--- config.mk ---
export PLATFORM = sky130hd
export DESIGN_NAME = distance_smoother
export DESIGN_NICKNAME = d
export VERILOG_FILES = /design/src/rtl/distance_pkg.sv /design/src/rtl/bin2bcd6.sv /design/src/rtl/distance_smoother.sv
export SDC_FILE = /design/constraint.sdc
export NUM_CORES = 1
export LEC_CHECK = 0
export ABC_AREA = 1
export ABC_CLOCK_PERIOD_IN_PS = 4400
export BUFFER_PORTS_ARGS = -buffer_cell sky130_fd_sc_hd__buf_2
export CORE_ASPECT_RATIO = 0.8
export CORE_UTILIZATION = 45
export CTS_BUF_LIST = sky130_fd_sc_hd__clkbuf_16
export DETAILED_ROUTE_END_ITERATION = 8
export GPL_ROUTABILITY_DRIVEN = 0
export PLACE_DENSITY = 0.71
export SLEW_MARGIN = 0
export SYNTH_ARGS = -nofsm -noshare
export SYNTH_HDL_FRONTEND = slang
export SYNTH_SLANG_ARGS = --single-unit
--- constraint.sdc ---
create_clock -name CLK50MHZ -period 4.4 [get_ports CLK50MHZ]
set_input_delay 1.1 -clock CLK50MHZ [delete_from_list [all_inputs] [get_ports CLK50MHZ]]
set_output_delay 1.1 -clock CLK50MHZ [all_outputs]
set_load 0.005 [all_outputs]
--- src/rtl/distance_pkg.sv ---
// Shared constants and state encoding for the ultrasonic distance smoother.
package distance_pkg;

  localparam int unsigned DistW          = 6;
  localparam int unsigned NearCmDefault  = 10;
  localparam int unsigned FarCmDefault   = 14;
  localparam int unsigned TimeoutDefault = 100000000;

  typedef enum logic [0:0] {
    StFill,
    StRun
  } state_e;

endpackage

--- src/rtl/bin2bcd6.sv ---
// Combinational 6-bit binary to two-digit BCD converter (0..63).
module bin2bcd6
  import distance_pkg::*;
(
  input  logic [DistW-1:0] bin,
  output logic [3:0]       tens,
  output logic [3:0]       ones
);

  logic [DistW-1:0] rem;

  // Largest multiple of ten not above bin picks the tens digit.
  always_comb begin
    tens = '0;
    rem  = bin;
    for (int t = 6; t >= 1; t--) begin
      if (tens == '0 && bin >= DistW'(t * 10)) begin
        tens = 4'(t);
        rem  = bin - DistW'(t * 10);
      end
    end
    ones = 4'(rem);
  end

endmodule

--- src/rtl/distance_smoother.sv ---
// Sliding-window mean of ultrasonic distance samples with BCD output,
// hysteretic proximity alarm and a stale-input watchdog.
module distance_smoother
  import distance_pkg::*;
#(
  parameter int unsigned DEPTH   = 8,
  parameter int unsigned NEAR_CM = NearCmDefault,
  parameter int unsigned FAR_CM  = FarCmDefault,
  parameter int unsigned TIMEOUT = TimeoutDefault
) (
  input  logic             CLK50MHZ,
  input  logic             reset,
  input  logic [DistW-1:0] dist_in,
  input  logic             dist_valid,
  input  logic             clear,
  output logic [DistW-1:0] dist_avg,
  output logic             avg_valid,
  output logic [3:0]       bcd_tens,
  output logic [3:0]       bcd_ones,
  output logic             near,
  output logic             stale
);

  localparam int unsigned PtrW = $clog2(DEPTH);
  localparam int unsigned SumW = DistW + PtrW;
  localparam int unsigned CntW = $clog2(TIMEOUT + 1);
  localparam logic [DistW-1:0] NearTh   = DistW'(NEAR_CM);
  localparam logic [DistW-1:0] FarTh    = DistW'(FAR_CM);
  localparam logic [CntW-1:0]  TimeoutC = CntW'(TIMEOUT);

  if (DEPTH < 2 || DEPTH > 16 || (DEPTH & (DEPTH - 1)) != 0) begin : g_bad_depth
    $error("DEPTH must be a power of two between 2 and 16");
  end
  if (FAR_CM <= NEAR_CM) begin : g_bad_hyst
    $error("FAR_CM must exceed NEAR_CM");
  end

  state_e           state_q, state_d;
  logic [DistW-1:0] mem_q [DEPTH];
  logic [PtrW-1:0]  ptr_q;
  logic [SumW-1:0]  sum_q, sum_d;
  logic             upd_q, upd_d;
  logic             accept;
  logic [DistW-1:0] avg_d;
  logic [3:0]       tens_d, ones_d;
  logic [DistW-1:0] dist_avg_q;
  logic [3:0]       tens_q, ones_q;
  logic             avg_valid_q, near_q;
  logic [CntW-1:0]  cnt_q, cnt_d;

  // clear wins over a coincident sample
  assign accept = dist_valid && !clear;
  assign sum_d  = sum_q + SumW'(dist_in) - SumW'(mem_q[ptr_q]);
  assign avg_d  = sum_q[SumW-1:PtrW];

  bin2bcd6 u_bcd (
    .bin  (avg_d),
    .tens (tens_d),
    .ones (ones_d)
  );

  always_ff @(posedge CLK50MHZ) begin
    if (reset) state_q <= StFill;
    else       state_q <= state_d;
  end

  always_comb begin
    state_d = state_q;
    if (clear) begin
      state_d = StFill;
    end else if (dist_valid && state_q == StFill && ptr_q == PtrW'(DEPTH - 1)) begin
      state_d = StRun;
    end
  end

  // The filling sample already lands in RUN, so it produces the first pulse.
  always_comb begin
    upd_d = accept && (state_d == StRun);
  end

  always_ff @(posedge CLK50MHZ) begin
    if (reset || clear) begin
      for (int i = 0; i < DEPTH; i++) mem_q[i] <= '0;
      ptr_q <= '0;
      sum_q <= '0;
    end else if (accept) begin
      mem_q[ptr_q] <= dist_in;
      ptr_q        <= ptr_q + 1'b1;
      sum_q        <= sum_d;
    end
  end

  always_ff @(posedge CLK50MHZ) begin
    if (reset) begin
      upd_q       <= 1'b0;
      avg_valid_q <= 1'b0;
      dist_avg_q  <= '0;
      tens_q      <= '0;
      ones_q      <= '0;
    end else begin
      upd_q       <= upd_d;
      avg_valid_q <= upd_q && !clear;
      if (upd_q && !clear) begin
        dist_avg_q <= avg_d;
        tens_q     <= tens_d;
        ones_q     <= ones_d;
      end
    end
  end

  always_ff @(posedge CLK50MHZ) begin
    if (reset || clear) begin
      near_q <= 1'b0;
    end else if (avg_valid_q) begin
      if (dist_avg_q < NearTh)     near_q <= 1'b1;
      else if (dist_avg_q > FarTh) near_q <= 1'b0;
    end
  end

  always_comb begin
    cnt_d = cnt_q;
    if (dist_valid)             cnt_d = '0;
    else if (cnt_q != TimeoutC) cnt_d = cnt_q + 1'b1;
  end

  always_ff @(posedge CLK50MHZ) begin
    if (reset) cnt_q <= '0;
    else       cnt_q <= cnt_d;
  end

  assign dist_avg  = dist_avg_q;
  assign avg_valid = avg_valid_q;
  assign bcd_tens  = tens_q;
  assign bcd_ones  = ones_q;
  assign near      = near_q;
  assign stale     = (cnt_q == TimeoutC);

endmodule

-- Yosys cells after proc, flatten, opt, wreduce, memory -nomap -nowiden
Memories as Yosys holds them, arrays and structs flattened. A register that Yosys moved wholly into a read port is not among the register bits.
Index checks and enable logic that the tools add are counted.
- word-level logic and storage cells: 80
- output and inout bits: 17
- bits in registers: 57
- RAM bits: 48
- memories kept: 1
- memory list (name ; depth ; width ; rd ports ; clocked after Yosys merged registers in ; write ports ; line ; source):
    mem_q ; 8 ; 6 ; 1 ; 1 ; 8 ; distance_smoother.sv:39 ; logic [DistW-1:0] mem_q [DEPTH];
- bitwise gates (word level): 1
- reductions and logical operators: 21
- add/sub/neg operators: 10
- mux-type cells: 26
- eq/ne operators: 3
- magnitude comparators: 8
- operators with widths (cell ; count):
    $mux W4 ; 11
    $add A27 B1 Y27 const B ; 1
    $eq A27 B27 Y1 const B ; 1
    $ne A27 B27 Y1 const B ; 1
    $logic_not A4 Y1 ; 5
    $ge A6 B6 Y1 const B ; 3
    $sub A4 B4 Y4 const B ; 4
    $ge A6 B5 Y1 const B ; 2
    $mux W3 ; 4
    $logic_and A1 B1 Y1 ; 10
    $mux W1 ; 10
    $add A9 B6 Y9 ; 1
    $sub A9 B6 Y9 ; 1
    $ge A6 B4 Y1 const B ; 1
    $gt A6 B4 Y1 const B ; 1
    $lt A6 B4 Y1 const B ; 1
    $mux W6 ; 1
    $reduce_or A6 Y1 ; 1
    $sub A4 B2 Y4 const B ; 1
    $sub A4 B3 Y4 const B ; 1
    $add A3 B1 Y3 const B ; 1
    $eq A3 B3 Y1 const B ; 1
    $reduce_and A2 Y1 ; 1
    $reduce_bool A2 Y1 ; 1
    4 further kinds ; 4

-- Longest topological paths before layout
- word-level depth: 17
- gate-level depth with buffers: 17
- gate-level depth less buffers: 16

-- By module
Synthesis repeated with hierarchy kept, for this count alone.
- cells, all modules: 791
- area, all modules: 6028.3 um^2
- modules (own cells, without submodules) (module ; sequential area each (um^2) ; cells an instance ; times used ; area an instance (um^2)):
    distance_smoother ; 2642.5 ; 696 ; 1 ; 5532.8
    bin2bcd6 ; 0.0 ; 95 ; 1 ; 495.5

-- Worst setup path before layout
No wires, ideal clock.
- kind: input to register
- start point: in dist_in[1]
- end point: reg sum_q[8]
- data required time: 4.285 ns
- buffers on the path: 0
- library setup time: 0.115 ns
- path slack: 1.265 ns
- stages on the path: 9
- arrival time: 3.020 ns
- path through: clkinv_1 > fa_1 > fa_1 > o21ai_0 > nand4_1 > o211ai_1 > xnor2_1 > o21ai_0 > inv_1
- longest elaborated chain between the ends: 2
- RTL lines (element ; line ; source):
    start: declaration ; distance_smoother.sv:13 ; input logic [DistW-1:0] dist_in,
    $add A9 B6 Y9 ; distance_smoother.sv:53 ; assign sum_d = sum_q + SumW'(dist_in) - SumW'(mem_q[ptr_q]);
    $sub A9 B6 Y9 ; distance_smoother.sv:53 ;
    end signal: assignment ; distance_smoother.sv:89 ; sum_q <= sum_d;
    end: declaration ; distance_smoother.sv:41 ; logic [SumW-1:0] sum_q, sum_d;
No other way between the ends.
A chain may end at the register's enable or synchronous reset.

==> results.toml <==
[worst_hold_path]
hold_start = "upd_q"
hold_class = "flip-flop to flip-flop"

[cells_and_area]
area_growth_pct = 10.3
finalNetCount = 779
diodes = 0
fillers = 1133
layout-drive-gt1-share = 0.0877

[sta]
fin_ws_ns = 1.09
fmax_mhz = 302
skew_ns = 0.00793
slew_headroom = 0.561
period_needed_ns = 3.31
maxSlewViolCount = 0
worstMarginPinSlew_ns = 0.657
setup_tns_ns = 0
fin_crit_sh = 0.753
grt_setup_unrepaired = "no"
setup_violations = 0
hold_viol = 0

[pwr]
combPwrFrac = 0.147
internal-power_mw = 1.54
power_density_nw_per_um2 = 336
ir_worst_vdd_mv = 0.174
p_seq_frac = 0.510
finalPower_mw = 2.10
p_leak_nw = 2.66
power_frac_clock = 0.344
p_sw_frac = 0.268
p_sw_mw = 0.563

[cts]
insertion_delay_ns = 0.35
cts_tree = "built"
h-tree-depth = 3
cts_resized = 0
hold_buffers = 0
clockBufferDepth = 2
postCtsSetupRepairBufs = 0
numCtsBuffers = 9
clockRootBuffer = "clkbuf_16"
clkTransAtPathRegs_ns = 0.07
clock_sinks = 106

[worst_setup_path]
crit_buf_inv = 4
crit_chain = "inv_1 -> o21ai_0 -> a31oi_1 -> ha_1 -> inv_1 -> ha_1 -> inv_1 -> fa_1 -> o21ai_0 -> nand4_1 -> o211ai_1 -> xnor2_1 -> o21ai_0 -> inv_1"
cpLargestDelayFamily = "compound AO/OA/AOI/OAI gates"
crit_arrival_ns = 3.56
worstSetupPathType = "flip-flop to flip-flop"
slowest_stage = "inv_1"
required_ns = 4.65
worstSetupStartpointType = "flip-flop"
cp_common_cell = "inv_1"
cp_slowest_stage_delay_ns = 0.48
end_kind = "flip-flop"
worst-path-max-fanout = 24

[logic_synthesis]
ys_ff_latch = 106
yosys.area.top_type = "edfxtp_1"
synth_fp_nets = 751
synthTopCellsByArea = "edfxtp_1 (25%), dfxtp_1 (20%), nor2_1 (9.5%), nand2_1 (6.4%), inv_1 (6.1%)"
yosysTopAreaCellShare = 0.254
netlist_area_sq_um = 5670
ys_seq_area_frac = 0.459
synth_cells = 708
avgSynthCellArea_sq_um = 8.01
synth_cell_types = 43
yosysWarnings = 0

[routing]
wl_per_cell_um = 14.3
drt-total-wl_um = 13000
drt_pass1_iterations = 6
drtIter0Drc = 441
ant_nets = 0
post-route-drc-count = 0
vias = 4816
routed_via_density = 5.28

[grt]
grt_pass1_vias = 4488
antenna_found_initial = 0
grt_max_degree = 25
grt_pass1_wl_um = 21400
grt_overflow_total = 0
track_usage = 0.212

[placed_design]
dp_slack_ns = 0.916
hpwl_um = 9550
port_buffers = 25

[floorplanning]
fp.dieW_um = 128
coreArea_sq_um = 12300
die_h_um = 102
start_util = 0.463
row_count = 36
io_pins = 27
die-area_sq_um = 13100

[run]
max_cap_violations = 0

[outcome]
status = "finished, final reports clean"
==> layout make-up <==
cell class	instances	area (sq um)	share of cell area
multi-input combinational	487	2630	0.420
sequential	106	2600	0.416
inverter	100	375	0.0600
clock buffer	9	225	0.0360
tap	171	214	0.0342
timing repair buffer	32	178	0.0284
clock inverter	7	31.3	0.00500
==> routing by layer <==
layer | part of all wire | GRT usage | vias to the layer above
met3 | 0.062 | 0.0586 | 23
met1 | 0.47 | 0.281 | 2270
met4 | 0.014 | 0.0641 | 0
met2 | 0.45 | 0.338 | 148
li1 | - | - | 2375
met5 | 0 | 0 | -
==> path summary, 6_finish.rpt <==
path,depth (start not counted),end,slack (ns)
max reg2reg,14,sum_q[8],1.09
min,2,avg_valid,0.44
min reg2reg,2,avg_valid,0.44
max,14,sum_q[8],1.09
==> kinds of logic after synthesis <==
| kind of cell | count (synthesis) | synth area share |
|---|---|---|
| buffers and inverters | 115 | 0.0776 |
| other | 1 | 0.000661 |
| xor gates and xnor gates | 11 | 0.0170 |
| AOI/OAI and AO/OA | 128 | 0.120 |
| and+or+nand+nor | 314 | 0.246 |
| DFF | 106 | 0.459 |
| adders and majority gates | 33 | 0.0807 |
==> flip-flops by register name, indices dropped and copies added (netlist names), named ones only <==
register	count
avg_valid	1
bcd_ones	3
bcd_tens	3
cnt_q	27
dist_avg	6
mem_q	48
near	1
ptr_q	3
state_q	1
sum_q	9
upd_q	1
==> layout by cell type (no fill, tap or decap), types with 7 or more instances in the layout <==
cell       Yosys  layout
nor2_1       143     143
nand2_1       97      97
inv_1         92      95
dfxtp_1       58      58
o21ai_0       55      55
a21oi_1       51      51
edfxtp_1      48      48
ha_1          27      27
nand3_1       25      25
buf_2          1      25
nand4_1       16      16
xor2_1         9       9
nor3_1         9       9
clkbuf_16      0       9
a31oi_1        7       7
buf_4          2       7
==> stage by stage <==
step	hold slack [ns]	std cells	utilization	cell area [sq um]
floorplan	0.417	708	-	5670
global placement	0.426	896	0.490	6000
detailed placement	0.437	896	0.490	6000
CTS	0.446	912	0.511	6260
global route	0.469	912	0.511	6260
finish	0.444	912	0.511	6260
==> Yosys cell counts (all sizes together) <==
| library cell | count |
|---|---|
| clkinv | 6 |
| o21a | 2 |
| o221ai | 1 |
| dfxtp | 58 |
| a21o | 1 |
| nor4 | 3 |
| nor2 | 150 |
| o211ai | 3 |
| nand4 | 17 |
| nand2 | 99 |
| a22oi | 1 |
| ha | 27 |
| nand3 | 28 |
| and3 | 1 |
| inv | 94 |
| a31oi | 7 |
| nor3b | 2 |
| o21ai | 56 |
| conb | 1 |
| a21oi | 51 |
| or2 | 2 |
| clkbuf | 11 |
| xnor2 | 2 |
| o22ai | 6 |
| fa | 6 |
| edfxtp | 48 |
| xor2 | 9 |
| nand3b | 1 |
| nor3 | 11 |
| buf | 4 |
==> tightest hold or removal path, delay by kind of cell (launching register included) <==
kind                   cells  cell delay [ns]
DFF                        1             0.30
buffers and inverters      1             0.06
and+or+nand+nor            1             0.05
==> power by group through the flow <==
stage / Sequential (mW) / Combinational (mW) / Clock, mW
3_5_place_dp: 1.09 / 0.301 / 0
3_3_place_gp: 1.09 / 0.293 / 0
4_1_cts: 1.07 / 0.303 / 0.737
6_report: 1.07 / 0.308 / 0.723
2_1_floorplan: 1.09 / 0.231 / 0
5_1_grt: 1.07 / 0.352 / 0.776
Power figures use the tool's default switching activity.
